$ cat src/rtl/time_set_ctrl.sv
// ---------------------------------------------------------------------------
// time_set_ctrl
// Button-driven time-setting controller for a clock display. Five raw keys
// are synchronized, debounced and turned into press pulses; an FSM lets the
// user copy the live time, edit hour/minute/second with wrap-around, and
// either commit the result to the timekeeper (one-cycle load strobe) or
// abandon it. The selected field blinks while editing.
//
// Ports
//   clk                       system clock, rising edge
//   rst                       synchronous, active-high reset
//   key[4:0]                  raw buttons: 0 mode, 1 up, 2 down, 3 confirm, 4 cancel
//   cur_hour/cur_min/cur_sec  live binary time from the timekeeper
//   set_hour/set_min/set_sec  edited binary time, valid whenever load=1
//   load                      one-cycle strobe: timekeeper takes set_*
//   editing                   high in every state except IDLE
//   blink_mask[7:0]           per-digit blank request, bit7 = hour tens
// ---------------------------------------------------------------------------
module time_set_ctrl #(
    parameter int DEB_CYCLES   = 2000000,
    parameter int BLINK_CYCLES = 50000000
) (
    input  logic       clk,
    input  logic       rst,
    input  logic [4:0] key,
    input  logic [7:0] cur_hour,
    input  logic [7:0] cur_min,
    input  logic [7:0] cur_sec,
    output logic [7:0] set_hour,
    output logic [7:0] set_min,
    output logic [7:0] set_sec,
    output logic       load,
    output logic       editing,
    output logic [7:0] blink_mask
);

    localparam int DW = $clog2(DEB_CYCLES + 1);
    localparam int BW = $clog2(BLINK_CYCLES + 1);

    typedef enum logic [1:0] {IDLE, EDIT_H, EDIT_M, EDIT_S} state_t;

    // Wrapping +/-1 step on a field whose legal range is 0..max_v.
    function automatic logic [7:0] step_wrap(input logic [7:0] v,
                                             input logic [7:0] max_v,
                                             input logic       inc);
        if (inc) return (v >= max_v) ? 8'd0 : v + 8'd1;
        else     return (v == 8'd0)  ? max_v : v - 8'd1;
    endfunction

    // ---------------- synchronizer + debounce ----------------
    logic [4:0]    sync1, sync2;
    logic [4:0]    deb_level, deb_prev;
    logic [DW-1:0] deb_cnt [5];
    logic [4:0]    press;

    // NOTE: every clocked process uses non-blocking assignments so all
    // registers sample their inputs from the same pre-edge values.
    always_ff @(posedge clk) begin
        if (rst) begin
            sync1     <= '0;
            sync2     <= '0;
            deb_level <= '0;
            deb_prev  <= '0;
            for (int i = 0; i < 5; i++) deb_cnt[i] <= '0;
        end else begin
            sync1    <= key;
            sync2    <= sync1;
            deb_prev <= deb_level;
            for (int i = 0; i < 5; i++) begin
                // Any cycle where the input agrees with the level restarts the count.
                if (sync2[i] == deb_level[i]) begin
                    deb_cnt[i] <= '0;
                end else if (deb_cnt[i] == DW'(DEB_CYCLES - 1)) begin
                    deb_cnt[i]   <= '0;
                    deb_level[i] <= sync2[i];
                end else begin
                    deb_cnt[i] <= deb_cnt[i] + DW'(1);
                end
            end
        end
    end

    assign press = deb_level & ~deb_prev;

    wire p_mode    = press[0];
    wire p_up      = press[1];
    wire p_down    = press[2];
    wire p_confirm = press[3];
    wire p_cancel  = press[4];

    // ---------------- FSM + edit registers + blink ----------------
    state_t        state_q, state_n;
    logic [7:0]    hour_q, min_q, sec_q, hour_n, min_n, sec_n;
    logic          load_q, load_n;
    logic [BW-1:0] blink_cnt_q, blink_cnt_n;
    logic          phase_q, phase_n;
    logic          field_chg;

    always_comb begin
        // NOTE: every variable gets a default first so no path infers a latch.
        state_n     = state_q;
        hour_n      = hour_q;
        min_n       = min_q;
        sec_n       = sec_q;
        load_n      = 1'b0;
        field_chg   = 1'b0;
        blink_cnt_n = blink_cnt_q;
        phase_n     = phase_q;

        if (state_q == IDLE) begin
            if (p_mode) begin
                hour_n  = cur_hour;
                min_n   = cur_min;
                sec_n   = cur_sec;
                state_n = EDIT_H;
            end
        end else if (p_cancel) begin
            state_n = IDLE;
        end else if (p_confirm) begin
            load_n  = 1'b1;
            state_n = IDLE;
        end else if (p_mode) begin
            case (state_q)
                EDIT_H:  state_n = EDIT_M;
                EDIT_M:  state_n = EDIT_S;
                default: state_n = EDIT_H;
            endcase
        end else if (p_up ^ p_down) begin
            // Simultaneous up and down cancel each other out.
            field_chg = 1'b1;
            case (state_q)
                EDIT_H:  hour_n = step_wrap(hour_q, 8'd23, p_up);
                EDIT_M:  min_n  = step_wrap(min_q,  8'd59, p_up);
                default: sec_n  = step_wrap(sec_q,  8'd59, p_up);
            endcase
        end

        // Restart the blink on any visible change so the new value is shown at once.
        if (state_q == IDLE || state_n != state_q || field_chg) begin
            blink_cnt_n = '0;
            phase_n     = 1'b0;
        end else if (blink_cnt_q == BW'(BLINK_CYCLES - 1)) begin
            blink_cnt_n = '0;
            phase_n     = ~phase_q;
        end else begin
            blink_cnt_n = blink_cnt_q + BW'(1);
        end
    end

    always_ff @(posedge clk) begin
        if (rst) begin
            state_q     <= IDLE;
            hour_q      <= '0;
            min_q       <= '0;
            sec_q       <= '0;
            load_q      <= 1'b0;
            blink_cnt_q <= '0;
            phase_q     <= 1'b0;
        end else begin
            state_q     <= state_n;
            hour_q      <= hour_n;
            min_q       <= min_n;
            sec_q       <= sec_n;
            load_q      <= load_n;
            blink_cnt_q <= blink_cnt_n;
            phase_q     <= phase_n;
        end
    end

    always_comb begin
        blink_mask = 8'b0;
        case (state_q)
            EDIT_H:  blink_mask = {phase_q, phase_q, 6'b0};
            EDIT_M:  blink_mask = {3'b0, phase_q, phase_q, 3'b0};
            EDIT_S:  blink_mask = {6'b0, phase_q, phase_q};
            default: blink_mask = 8'b0;
        endcase
    end

    assign set_hour = hour_q;
    assign set_min  = min_q;
    assign set_sec  = sec_q;
    assign load     = load_q;
    assign editing  = (state_q != IDLE);

endmodule

$ cat config.mk
export PLATFORM = sky130hd
export DESIGN_NAME = time_set_ctrl
export DESIGN_NICKNAME = d
export VERILOG_FILES = /design/src/rtl/time_set_ctrl.sv
export SDC_FILE = /design/constraint.sdc
export NUM_CORES = 1
export LEC_CHECK = 0
export ABC_AREA = 1
export CAP_MARGIN = 20
export CORE_ASPECT_RATIO = 0.6
export CORE_MARGIN = 10
export CORE_UTILIZATION = 23
export DETAILED_ROUTE_END_ITERATION = 8
export PLACE_DENSITY = 0.44
export SYNTH_ARGS = -nofsm -noshare
export SYNTH_HDL_FRONTEND = slang
export SYNTH_SLANG_ARGS = --single-unit
$ cat constraint.sdc
create_clock -name clk -period 4.21 [get_ports clk]
set_input_delay 0.842 -clock clk [delete_from_list [all_inputs] [get_ports clk]]
set_output_delay 0.842 -clock clk [all_outputs]
set_load 0.03 [all_outputs]
# After elaboration in Yosys (flattened, before gate mapping)
# Memories as Yosys holds them, arrays and structs flattened.
# Cells that the tools add are included.
# classes
addsub,12
order_cmp,3
n_eq_ne,20
muxes,115
n_bitwise,24
n_reduce_logical,22
# op_table
op,count
21-bit two-way mux,15
8-bit two-way mux,30
21-bit by 1-bit adder with 21-bit output (second input constant),5
21-bit == test (second input constant),5
1-bit two-way mux,63
26-bit by 1-bit adder with 26-bit output (second input constant),1
26-bit == test (second input constant),1
8-bit by 1-bit adder with 8-bit output (second input constant),3
8-bit logical NOT,3
8-bit one-hot mux with 3 select lines,1
8-bit by 1-bit subtractor with 8-bit output (second input constant),3
6-bit AND reduction,3
8-bit by 6-bit greater-or-equal comparator with 1-bit output (second input constant),2
1-bit OR,15
4-bit nonzero test,3
2-bit two-way mux,5
2-bit AND reduction,5
8-bit by 5-bit greater-or-equal comparator with 1-bit output (second input constant),1
2-bit by 1-bit != test with 1-bit output (second input constant),3
1-bit inverter,6
3-bit OR reduction,2
5-bit AND,1
1-bit == test,5
5-bit inverter,1
other kinds (11),14
# word_totals
regBits,74
mem_bits_rw,105
in_bits,31
out_inout_bits,34
word_cells,212
n_memories,1
# mem_list
name,depth,word_bits,rd,rd_clocked_by_memory_dff,wr,line_no,source
deb_cnt,5,21,5,0,5,53,logic [DW-1:0] deb_cnt [5];

# Longest topological paths before layout
# Gate-level depths: netlist (run 1).
# depth
depth_word,10
mapped_depth,14
ltp_nobuf,12

# Worst setup path before layout (run 1)
# Ideal clock, no wire load.
# synth_path
path_kind,flip-flop to output port
from,register state_q[0]
to,output blink_mask[7]
arrival_time_ns,1.785
required_time_ns,3.368
slack_ns,1.583
path_stages_with_launch,5
path_buffers,1
cell_sequence,dfxtp_1 inv_1 ha_1 nor3_1 buf_4
# synth_via
elab_chain_cells,2
elab_cells_between_ends,4
# synth_rtl
item,line_no,source
from (decl),92,"state_t state_q, state_n;"
from (signal assigned),160,state_q <= state_n;
2-bit == test or 2-bit by 1-bit == test with 1-bit output (tied branches),172,case (state_q)
8-bit one-hot mux with 3 select lines (*),172,
to (decl),34,output logic [7:0] blink_mask
# Every way passes the cells marked *; elsewhere a longest branch is shown, timed or not.

# Final worst setup path (run 1)
# Same ends and word-level chain as after synthesis.

==> out/results.ini, run 1 <==
[run_status]
outcome=finished, final reports clean

[power]
switching_power_uw=907
pwr-share-seq=0.525
leakagePower_uw=0.00514
comb_power_share=0.043
peakVddDrop_mv=0.283
p_int_uw=2810
p_per_area_nw_per_um2=275
swShare=0.244
clkPwrFrac=0.432

[sta]
max_slew_margin=0.471
holdWs_ps=406
min_period_over_period=0.733
setup_tns_ps=0
drv_slew=0
hold_viol=0
worstMarginPinSlew_ps=791
fin_crit_ps=3090
setup_viol=0
clock-skew-final_ps=13.0
rsz0062_at_grt=false
fmax_ghz=0.324

[global_routing]
grt_pass1_vias=9446
grt_pass1_wl_mm=50.4
grt_max_degree=31
grt_overflow=0
grt_antenna_before_repair=0
grt_usage=0.105

[worst_setup_path]
cp_max_fo=5
start_kind=flip-flop
crit_arrival_ps=2250
end_kind=output port
crit_required_ps=3370
path_cells=inv_1 > ha_1 > nor3_1 > clkdlybuf4s50_1
critPathSlowestCell=clkdlybuf4s50_1
critPathKind=reg2out
critical_path.top_delay_family=buffers and inverters
slowest_delay_ps=730
critPathBufInv=2

[place]
gp_congestion=0.863
io_buffer_count=62
place_hpwl_mm=23.5

[floorplanning]
fp.dieH_um=192
io_pins=65
fp.dieW_um=306
start_util=0.234
fp.dieArea_um2=58800
rows=62
core_area_um2=48300

[synthesis]
ys_types=46
async_reset_ff_frac=0
synth_edf_count=105
syn_avg_cell_area_um2=7.21
yosysWarningCount=0
synth_top_cell_area_share=0.279
syn_area_um2=11300
syn-instance-count=1569
ys_seq_area_frac=0.410
yosys.area.top_type=edfxtp_1
yosys-top-cells-area=edfxtp_1 28%, dfxtp_1 13%, nand2_1 13%, nor2_1 8.7%, inv_1 6.5%
synth_most_common_cell=nand2_1
ys_ff_latch=179
synth_common_cells=383 x nand2_1, 261 x nor2_1, 196 x inv_1
ys.flop_type=edfxtp_1

[min_path]
hold_class=reg2reg

[cts]
cts.sinks=179
clkLatencyLatePin_ps=440
clk_pin_slew_ps=70
cts_tree=done
htreeDepth=4
cts_setup_buffers=0
clk_path_buf_depth=2
cts_resized=0
cts_hold_buf=0
clockRootBuffer=clkbuf_16
cts-buffers-inserted=17

[drt]
ant_nets=0
drcViolationCount=0
dr.pass1.iters=5
vias=10216
detail_route.wirelength_mm=30.4
wl_per_cell_um=12.8
via_per_inst=4.29
drtIter0Drc=805

[cells_and_area]
fillers=5313
utilization=0.281
layout-drive-gt1-share=0.0614
multi_input_comb_area_um2=6140
diodes=0
area_delta_synth_final_pct=19.7
ff_latch_area_um2=4630
layout.nets=1782

[flow_run]
cap_viol_max_count=0

## cells by family (layout without fill, tap and decap cells)
group	count (synthesis)	count (layout)	synth area share
other	2	107	0.000664
adder cells (fa/ha/maj)	22	22	0.0243
AO/OA/AOI/OAI	137	137	0.0647
XOR/XNOR	39	39	0.0302
AND/OR/NAND/NOR	961	961	0.388
buffers and inverters	229	297	0.0828
flip-flops	179	179	0.410
## placed cells by master (no fill, tap or decap), types with 10 or more instances in the layout
cell               n
clkdlybuf4s50_1   62
nand2_1          383
edfxtp_1         105
a21oi_1           78
xor2_1            24
nand3_1          122
inv_1            196
o21ai_0           47
clkbuf_16         19
nand2_2           10
nor3b_1           11
dfxtp_1           74
nor3_1            50
or2_2             18
ha_1              22
nor2_1           261
nor2_4            24
nand4_1           54
xnor2_1           15
conb_1           107
## registers in the layout, summed over array words and instances (netlist names), 5 cells and up
signal,cells
set_sec,8
set_hour,8
deb_level,5
set_min,8
sync1,5
deb_cnt,105
sync2,5
blink_cnt_q,26
deb_prev,5
## metal layers
layer	vias up	wire (um)	track usage
met1	4640	17500	0.169
met3	13	1780	0.0234
met5	-	0	0
met2	240	10900	0.134
li1	5323	-	-
met4	0	166	0.0220
## power by group through the flow
| stage | registers (uW) | clock network, uW | logic [uW] |
|---|---|---|---|
| finish | 1950 | 1610 | 159 |
| detailed placement | 1990 | 0 | 157 |
| global route | 1960 | 1750 | 185 |
| floorplan | 1970 | 0 | 105 |
| CTS | 1950 | 1680 | 159 |
| global placement | 1990 | 0 | 158 |
## area by class of cell
cell class,count,share of cell area
Inverter,199,0.0551
Multi-Input combinational cell,1266,0.453
Sequential cell,179,0.342
Tap cell,640,0.0591
Clock inverter,12,0.00656
Timing Repair Buffer,66,0.0480
Clock buffer,20,0.0361
## worst register-to-register path, delay by kind of cell (launching register included)
family	cells	cell delay, ps
flops	1	440
fa+ha+maj	1	260
buf+inv	2	380
simple gates	6	1290
compound gates	1	150
## final timing paths
path | startpoint | endpoint | slack (ps) | depth (start not counted)
worst max-delay path | state_q[0] | blink_mask[7] | 1120 | 4
worst min-delay path | sync1[2] | sync2[2] | 410 | 2
worst max register to register | state_q[0] | blink_cnt_q[7] | 1610 | 10
worst min register to register | sync1[2] | sync2[2] | 410 | 2
## through the flow
stage / instance area, um^2 / cells / total power [uW] / setup slack (ps)
global route: 13500 / 2382 / 3900 / 967
floorplan: 11700 / 1674 / 2080 / 1580
finish: 13500 / 2382 / 3720 / 1120
CTS: 13500 / 2382 / 3790 / 1040
detailed placement: 13000 / 2350 / 2150 / 1090
global placement: 13000 / 2350 / 2150 / 1120
(Power assumes the default switching activity.)
==> run 2: changes to the inputs <==
- PLACE_DENSITY: 0.44 -> 0.45
- clock period: 4.21 -> 2.82 ns (I/O delays scaled with it)
==> run 2 against run 1 <==
Die area unchanged. Setup slack got worse by 980 ps. Power rose by 52%. Sequential share of layout area shrank 0.22 points. Clock power increased by 56%. Routed wire length barely moved. Clock skew up 5.3 ps. Register-to-register slack worse by 1300 ps. Global-route usage is 0.071 points lower. Via count decreased by 0.68%. Largest power group unchanged.
==> out/results.ini, run 2 (synthesis gave the netlist of run 1 again) <==
[place]
io_buffer_count=62  ; unchanged
place_hpwl_mm=23.5  ; about the same
placed_cells=2358  ; was 2350
gp_congestion=0.876  ; was 0.863

[cells_and_area]
top_register=deb_cnt  ; unchanged
top_regs=deb_cnt: 105 flops, blink_cnt_q: 26 flops  ; unchanged
largest_reg_flops=105  ; unchanged
layout_commonest_cell=nand2_1  ; unchanged
layout.nets=1790  ; was 1782
layout-drive-gt1-share=0.0663  ; was 0.0614
diodes=0  ; unchanged
instances_no_fill=2390  ; was 2382
mostFrequentLayoutCells=383 x nand2_1, 261 x nor2_1, 196 x inv_1  ; unchanged
area_delta_synth_final_pct=20.5  ; was 19.7%

[sta]
rsz0062_at_grt=false  ; unchanged
max_slew_margin=0.501  ; was 0.471
holdWs_ps=415  ; was 406 ps
drv_slew=0  ; unchanged
worstMarginPinSlew_ps=747  ; was 791 ps
setup_viol=0  ; unchanged
fin_crit_ps=2670
clock-skew-final_ps=18.4  ; was 13.0 ps
setup_tns_ps=0  ; unchanged
min_period_over_period=0.949
fmax_ghz=0.374
hold_viol=0  ; unchanged

[cts]
cts_tree=done  ; unchanged
clkLatencyLatePin_ps=450  ; was 440 ps
cts_hold_buf=0  ; unchanged
clockRootBuffer=clkbuf_16  ; unchanged
clk_pin_slew_ps=70  ; about the same
cts-buffers-inserted=17  ; unchanged
cts_setup_buffers=0  ; unchanged
htreeDepth=4  ; unchanged
cts.sinks=179  ; unchanged
clk_path_buf_depth=2  ; unchanged

[global_routing]
grt_overflow=0  ; unchanged
grt_pass1_vias=9306  ; was 9446
grt_max_degree=30  ; was 31
grt_usage=0.104  ; was 0.105
grt_pass1_wl_mm=50.0  ; was 50.4 mm
grt_antenna_before_repair=1  ; was 0

[worst_setup_path]
start_kind=flip-flop  ; unchanged
crit_arrival_ps=2110  ; was 2250 ps
cp_max_fo=5  ; unchanged
crit_required_ps=2260  ; was 3370 ps
end_kind=output port  ; unchanged
critPathKind=reg2out  ; unchanged

[power]
leakagePower_uw=0.00521  ; was 0.00514 uW
p_per_area_nw_per_um2=416  ; was 275 nW/um^2
power_uw=5670  ; was 3720 uW
peakVddDrop_mv=0.411  ; was 0.283 mV

[run_status]
outcome=finished, final reports clean  ; unchanged

[flow_run]
cap_viol_max_count=0  ; unchanged

[floorplanning]
core_area_um2=48300  ; unchanged
io_pins=65  ; unchanged
fp.dieW_um=306  ; unchanged
fp.dieArea_um2=58800  ; unchanged
fp.dieH_um=192  ; unchanged
start_util=0.234  ; unchanged
rows=62  ; unchanged

[drt]
vias=10147  ; was 10216
drtIter0Drc=645  ; was 805
via_per_inst=4.25  ; was 4.29
wl_per_cell_um=12.7  ; was 12.8 um
detail_route.wirelength_mm=30.4  ; about the same
ant_nets=0  ; unchanged
dr.pass1.iters=6  ; was 5
drcViolationCount=0  ; unchanged

[min_path]
hold_class=reg2reg  ; unchanged

## run 2: worst max-delay path, cell delays in order (launching register included)
cell and delay [ps]:
dfxtp_1 440, inv_1 130, ha_1 230, nor2_1 150
clkdlybuf4s50_1 710
## run 2: final cells by class
type | instances | area (um^2)
flip-flops and latches | 179 | 4630
fillers | 5315 | 34600
multi-input cells | 1266 | 6140
clock inverters | 9 | 88.8
inverters | 199 | 747
clock buffers | 23 | 522
well taps | 640 | 801
repair buffers | 74 | 706
## run 2: final timing paths
check / startpoint / end / slack [ps] / cells past startpoint
setup / recovery: state_q[0] / blink_mask[1] / 150 / 4
hold / removal: sync1[1] / sync2[1] / 410 / 2
setup reg to reg: state_q[0] / blink_cnt_q[2] / 350 / 12
hold reg to reg: sync1[1] / sync2[1] / 410 / 2
## run 2: per-layer routing
layer,vias up,track usage,share of wire
met4,0,0.0243,0.0082
met1,4579,0.165,0.57
li1,5332,-,-
met5,-,0,0
met2,220,0.139,0.38
met3,16,0.0180,0.048
## run 2: what timing repair did
action                     4_1_cts  5_1_grt
hold endpoints to repair         0        0
gates resized for setup          2        1
setup endpoints to repair        2        1
## run 2: per-stage QoR
stage	worst slack [ps]	cell area, um^2	util
after global routing	8.44	13600	0.283
final	145	13600	0.283
after global placement	380	13000	0.270
after CTS	51.9	13600	0.283
after floorplan	201	11700	-
after detailed placement	331	13000	0.270
## run 2: power by group
| group | internal, uW | switching [uW] |
|---|---|---|
| Combinational | 92.3 | 147 |
| Sequential | 2830 | 78.7 |
| Clock | 1410 | 1110 |
==> run 3: changes to the inputs <==
- ABC_AREA: 1 -> not set
- TNS_END_PERCENT: not set -> 10
==> run 3 against run 2 <==
Non-clock buffer count is 12 higher. Maximum frequency down 0.24%. Area after synthesis fell by 13%. Setup slack worse by 6.4 ps. Worst hold slack better by 30 ps. Clock power rose by 6%. Clock-buffer cell count decreased by 4. Synthesized cell count down 33%. Via count down 23%. Cell count is 25% lower. Combinational power fell by 13%. Sequential share of layout area rose by 4.1 points. Critical path type unchanged. Largest cell class unchanged. Largest power group unchanged. Highest routed layer unchanged.
==> out/results.ini, run 3 <==
[run_status]
outcome=finished, final reports clean  ; unchanged

[cells_and_area]
diodes=0  ; unchanged
largest_reg_flops=105  ; unchanged
layout-drive-gt1-share=0.0614  ; was 0.0663
instances_no_fill=1791  ; was 2390
fillers=4414  ; was 5315
ff_latch_area_um2=4630  ; unchanged
top_register=deb_cnt  ; unchanged
area_delta_synth_final_pct=23.3  ; was 20.5%
layout.nets=1261  ; was 1790
top_regs=deb_cnt: 105 flops, blink_cnt_q: 26 flops  ; unchanged
mostFrequentLayoutCells=181 x nor2_1, 107 x conb_1, 105 x edfxtp_1  ; was 383 x nand2_1, 261 x nor2_1, 196 x inv_1
layout_commonest_cell=nor2_1  ; was nand2_1
multi_input_comb_area_um2=5290  ; was 6140 um^2

[synthesis]
syn_avg_cell_area_um2=9.46  ; was 7.21 um^2
synthMuxAreaShare=0.00963  ; was 0
synthXorXnorAreaFrac=0.117  ; was 0.0302
yosys-top-cells-area=edfxtp_1 32%, dfxtp_1 15%, xor2_1 7.3%, nor2_1 6.9%, xnor2_1 4.3%  ; was edfxtp_1 28%, dfxtp_1 13%, nand2_1 13%, nor2_1 8.7%, inv_1 6.5%
yosysWarningCount=0  ; unchanged
yosys.area.top_type=edfxtp_1  ; unchanged
synth_top_family_by_area=simple AND/OR/NAND/NOR gates  ; unchanged
synth_common_cells=181 x nor2_1, 105 x edfxtp_1, 82 x xor2_1  ; was 383 x nand2_1, 261 x nor2_1, 196 x inv_1
synth_most_common_cell=nor2_1  ; was nand2_1
syn-instance-count=1044  ; was 1569
ys_seq_area_frac=0.469  ; was 0.410
ys.flop_type=edfxtp_1  ; unchanged
synth_top_cell_area_share=0.319  ; was 0.279
yosys.area_share.adder=0.0279  ; was 0.0243
syn_area_um2=9880  ; was 11300 um^2
ys_ff_latch=179  ; unchanged
async_reset_ff_frac=0  ; unchanged
ys_types=71  ; was 46
synth-compound-area-share=0.0916  ; was 0.0647
synth-simple-area-share=0.249  ; was 0.388
synth_edf_count=105  ; unchanged

[cts]
cts_tree=done  ; unchanged
cts.sinks=179  ; unchanged
cts-buffers-inserted=17  ; unchanged
clk_path_buf_depth=2  ; unchanged
clockRootBuffer=clkbuf_16  ; unchanged
clk_pin_slew_ps=70  ; about the same
cts_resized=3  ; was 2
cts_hold_buf=0  ; unchanged
cts_setup_buffers=0  ; unchanged
htreeDepth=4  ; unchanged
clkLatencyLatePin_ps=440  ; was 450 ps

[worst_setup_path]
critPathKind=reg2out  ; unchanged
start_kind=flip-flop  ; unchanged
crit_path_start=state_q[0]  ; unchanged
reg2reg_from=deb_cnt[0][0]  ; was state_q[0]
crit_required_ps=2260  ; about the same
rr_worst_depth=6  ; was 12
crit_arrival_ps=2120  ; was 2110 ps
cp_max_fo=5  ; unchanged
reg2reg_to=deb_cnt[0][2]  ; was blink_cnt_q[2]
end_kind=output port  ; unchanged
r2r_slack_ps=300  ; was 350 ps

[flow_run]
cap_viol_max_count=0  ; unchanged

[global_routing]
grt_antenna_before_repair=0  ; was 1
grt_pass1_vias=7153  ; was 9306
grt_max_degree=47  ; was 30
grt_overflow=0  ; unchanged
grt_pass1_wl_mm=39.7  ; was 50.0 mm
grt_usage=0.0942  ; was 0.104

[sta]
rsz0062_at_grt=false  ; unchanged
clock-skew-final_ps=14.5  ; was 18.4 ps
worstMarginPinSlew_ps=711  ; was 747 ps
hold_viol=0  ; unchanged
fin_crit_ps=2680  ; was 2670 ps
max_slew_margin=0.522  ; was 0.501
fmax_ghz=0.373  ; was 0.374 GHz
setup_viol=0  ; unchanged
drv_slew=0  ; unchanged
setup_tns_ps=0  ; unchanged
min_period_over_period=0.951  ; was 0.949

[min_path]
worstHoldStart=blink_cnt_q[0]  ; was sync1[1]
whs_path_depth=1  ; was 2
hold_class=reg2reg  ; unchanged
holdPathEnd=blink_cnt_q[0]  ; was sync2[1]

[drt]
vias=7768  ; was 10147
drtIter0Drc=581  ; was 645
dr.pass1.iters=5  ; was 6
drcViolationCount=0  ; unchanged
wl_per_cell_um=13.6  ; was 12.7 um
via_per_inst=4.34  ; was 4.25
ant_nets=0  ; unchanged
detail_route.wirelength_mm=24.4  ; was 30.4 mm

[power]
peakVddDrop_mv=0.320  ; was 0.411 mV
p_per_area_nw_per_um2=473  ; was 416 nW/um^2
leakagePower_uw=0.00419  ; was 0.00521 uW
power_uw=5760  ; was 5670 uW

[place]
gp_congestion=0.793  ; was 0.876
place_hpwl_mm=17.7  ; was 23.5 mm
placed_cells=1759  ; was 2358
io_buffer_count=62  ; unchanged

[floorplanning]
fp.dieArea_um2=51900  ; was 58800 um^2
io_pins=65  ; unchanged
core_area_um2=42200  ; was 48300 um^2
rows=58  ; was 62
fp.dieH_um=181  ; was 192 um
start_util=0.234  ; about the same
fp.dieW_um=288  ; was 306 um

-- run 3: kinds of logic after synthesis --
family,count (synthesis)
simple gates,494
flops,179
fa+ha+maj,22
buf+inv,75
mux,9
compound gates,132
xor+xnor,131
other cells,2
-- run 3: where the power goes --
group,total [uW],internal (uW),switching (uW)
combinational,209,97.6,111
clock,2650,1580,1070
sequential,2910,2830,73.7
total,5760,4510,1250
-- run 3: worst max-delay path, cell delays in order (launching register included) --
cell	delay, ps
dfxtp_1	350
inv_1	160
ha_1	230
and2_1	230
clkdlybuf4s50_1	710
-- run 3: worst max-delay path by stage --
stage	to	slack [ps]	cells past startpoint
after detailed placement	deb_cnt[0][16]	210	6
after global routing	deb_cnt[0][16]	50	6
after CTS	blink_mask[1]	7	4
after floorplan	set_min[7]	70	11
after global placement	deb_cnt[0][17]	340	6
final	blink_mask[4]	140	4
-- run 3: routing by layer --
| metal | track usage | share of wire | up-vias |
|---|---|---|---|
| li1 | - | - | 3988 |
| met1 | 0.141 | 0.53 | 3622 |
| met2 | 0.132 | 0.42 | 142 |
| met3 | 0.0248 | 0.048 | 16 |
| met4 | 0.0180 | 0.0059 | 0 |
| met5 | 0 | 0 | - |
-- run 3: area by class of cell --
cell class,instances,area share
clock buffers,19,0.0355
inverters,29,0.00894
flip-flops and latches,179,0.381
multi-input cells,895,0.434
well taps,570,0.0586
repair buffers,86,0.0652
clock inverters,13,0.0168
-- run 3: per-stage QoR --
step                worst slack (ps)  utilization  area, um^2  hold WS (ps)
floorplan                       71.5            -       10300           412
global placement                 342        0.274       11500           421
detailed placement               212        0.274       11500           433
CTS                             7.26        0.289       12200           450
global route                    48.0        0.289       12200           462
finish                           139        0.289       12200           445
==> RTL edit, RTL diff (config.mk and constraints of run 3) <==
Reset style: asynchronous (`rst`), changed in 2 clocked blocks. Comments in the files are not updated.
--- a/src/rtl/time_set_ctrl.sv
+++ b/src/rtl/time_set_ctrl.sv
@@ -55,7 +55,7 @@
 
     // NOTE: every clocked process uses non-blocking assignments so all
     // registers sample their inputs from the same pre-edge values.
-    always_ff @(posedge clk) begin
+    always_ff @(posedge clk or posedge rst) begin
         if (rst) begin
             sync1     <= '0;
             sync2     <= '0;
@@ -147,7 +147,7 @@
         end
     end
 
-    always_ff @(posedge clk) begin
+    always_ff @(posedge clk or posedge rst) begin
         if (rst) begin
             state_q     <= IDLE;
             hour_q      <= '0;
Behaviour: no difference found for any inputs over 10 cycles, from zero or initial values and one cycle with rst high; that may be too few to reach the edited logic, so the function may still have changed.
==> RTL edit against run 3 <==
- count of clock-buffer cells in the layout is 1 higher
- final area shrank 5.9%
- worst setup slack got worse by 0.018 ns
- routed wire length down 2.7%
- clock skew is 0.0064 ns lower
- cell count decreased by 8.0%
- fmax fell by 0.68%
- sequential cell count unchanged
- utilization decreased by 1.5 points
- hold slack worse by 0.095 ns
- synthesized area shrank 1.8%
- total power down 12%
- critical path type unchanged
==> RTL edit: results (changes against run 3) <==
Status
  – Outcome: finished, final reports clean (unchanged)

GRT
  – Aggregate global-route resource usage: 9.411% (was 9.422%)
  – Vias in the first global route: 7,024 (was 7,153)
  – Initial antenna violation count: 0 (unchanged)
  – Largest net degree at the start of global routing: 108 (was 47)
  – First-pass GRT wire length: 39,320 µm (was 39,700 µm)

Power and ir drop
  – Clk power: 2.25 mW (was 2.65 mW)
  – P_int: 3.899 mW (was 4.509 mW)
  – Seq pwr: 2.63 mW (was 2.91 mW)
  – Design Power: 5.085 mW (was 5.763 mW)
  – Leak: 4.585 nW (was 4.189 nW)
  – Maximum vdd drop: 0.2379 mV (was 0.3202 mV)

Setup path
  – Reg2reg setup slack: 0.41 ns (was 0.30 ns)
  – R2R depth: 7 (was 6)
  – Critical R2R Launch: state_q[0] (was deb_cnt[0][0])
  – CP arrival: 2.14 ns (was 2.12 ns)
  – Worst reg2reg path endpoint: set_hour[3] (was deb_cnt[0][2])

Route
  – Post-DR wirelength/cell: 14.39 µm (was 13.61 µm)
  – Drt total wl: 23,720 µm (was 24,380 µm)
  – Initial DRC Count: 586 (was 581)
  – Via density: 4.450 (was 4.337)

Synthesis
  – Post-synth top flop: dfrtp_1 (was edfxtp_1)
  – Post-synthesis sequential area ratio: 46.15% (was 46.91%)
  – Post-synth EDFFs: 0 (was 105)
  – Synth top cells by count: dfrtp_1 (179), nor2_1 (163), xor2_1 (78), nand3_1 (72), nand2_1 (68) (was nor2_1 (181), edfxtp_1 (105), xor2_1 (82), nand3_1 (77), dfxtp_1 (74))
  – Synth unique cells: 80 (was 71)

Finish
  – Fill cell count: 4,461 (was 4,414)
  – NumNets Final: 1,121 (was 1,261)
  – Layout cells sized above 1: 7.885% (was 6.143%)
  – Fin util: 27.41% (was 28.88%)

Place
  – Placed cells: 1,619 (was 1,759)
  – Post-Place Setup Slack: 0.3071 ns (was 0.2118 ns)
  – Placed Area: 10,930 µm² (was 11,540 µm²)
  – DPL Wire Length: 16,720 µm (was 17,710 µm)
  – Gpl congestion: 0.7918 (was 0.7930)

CTS
  – CTS buffer count: 17 (unchanged)
  – H-Tree Depth: 4 (unchanged)

STA
  – Fin Clk Skew: 0.008121 ns (was 0.01452 ns)
  – Hold Slack: 0.3498 ns (was 0.4452 ns)
  – Slew headroom: 46.01% (was 52.21%)

Hold path
  – Hold Path Stages: 0 (was 1)
  – Hold Crit Start: sync1[2] (was blink_cnt_q[0])
  – Type of the worst min-delay path: reg -> reg (unchanged)
  – Hold endpoint: sync2[2] (was blink_cnt_q[0])
-- RTL edit: final cells by class --
cell class | count | share of cell area [%]
timing repair buffer | 75 | 6.455
sequential | 179 | 39.10
clock inverter | 9 | 0.7536
multi-input combinational | 761 | 42.42
tap | 570 | 6.225
inverter | 34 | 1.147
clock buffer | 20 | 3.899
-- RTL edit: how the worst max path moves through the flow --
stage                    start  slack, ns             end  cells past startpoint
floorplan                  rst      -0.04  blink_cnt_q[0]                      1
global placement    state_q[1]       0.26   blink_mask[7]                      5
detailed placement  state_q[1]       0.31   blink_mask[7]                      5
CTS                 state_q[0]       0.07   blink_mask[0]                      4
global route        state_q[0]      0.002   blink_mask[1]                      4
finish              state_q[0]       0.12   blink_mask[0]                      4
-- RTL edit: layer usage --
layer	GRT usage (%)	routed length, µm	up-vias
li1	-	-	3662
met1	15.06	13720	3538
met2	11.88	9020	118
met3	1.949	715	16
met4	2.885	263	0
met5	0	0	-
-- RTL edit: cell families (layout without fill, tap and decap cells) --
| kind of cell | after synthesis | count (layout) | synth area share (%) |
|---|---|---|---|
| and+or+nand+nor | 486 | 486 | 26.11 |
| AOI/OAI and AO/OA | 115 | 115 | 8.393 |
| DFF | 179 | 179 | 46.15 |
| xor gates and xnor gates | 127 | 127 | 11.65 |
| other | 1 | 2 | 0.03864 |
| buffers and inverters | 81 | 138 | 3.816 |
| muxes | 9 | 9 | 1.006 |
| adders and majority gates | 22 | 22 | 2.836 |
-- RTL edit: repair_timing --
action | CTS | global route
resized for setup | 3 | 0
setup buffers | 0 | 0
hold endpoints to repair | 0 | 0
endpoints found under the setup margin | 3 | 0
-- RTL edit: critical path, stage by stage (launching register included) --
cell	delay, ns
dfrtp_1	0.41
inv_1	0.12
ha_1	0.23
and3b_1	0.25
clkdlybuf4s50_1	0.68
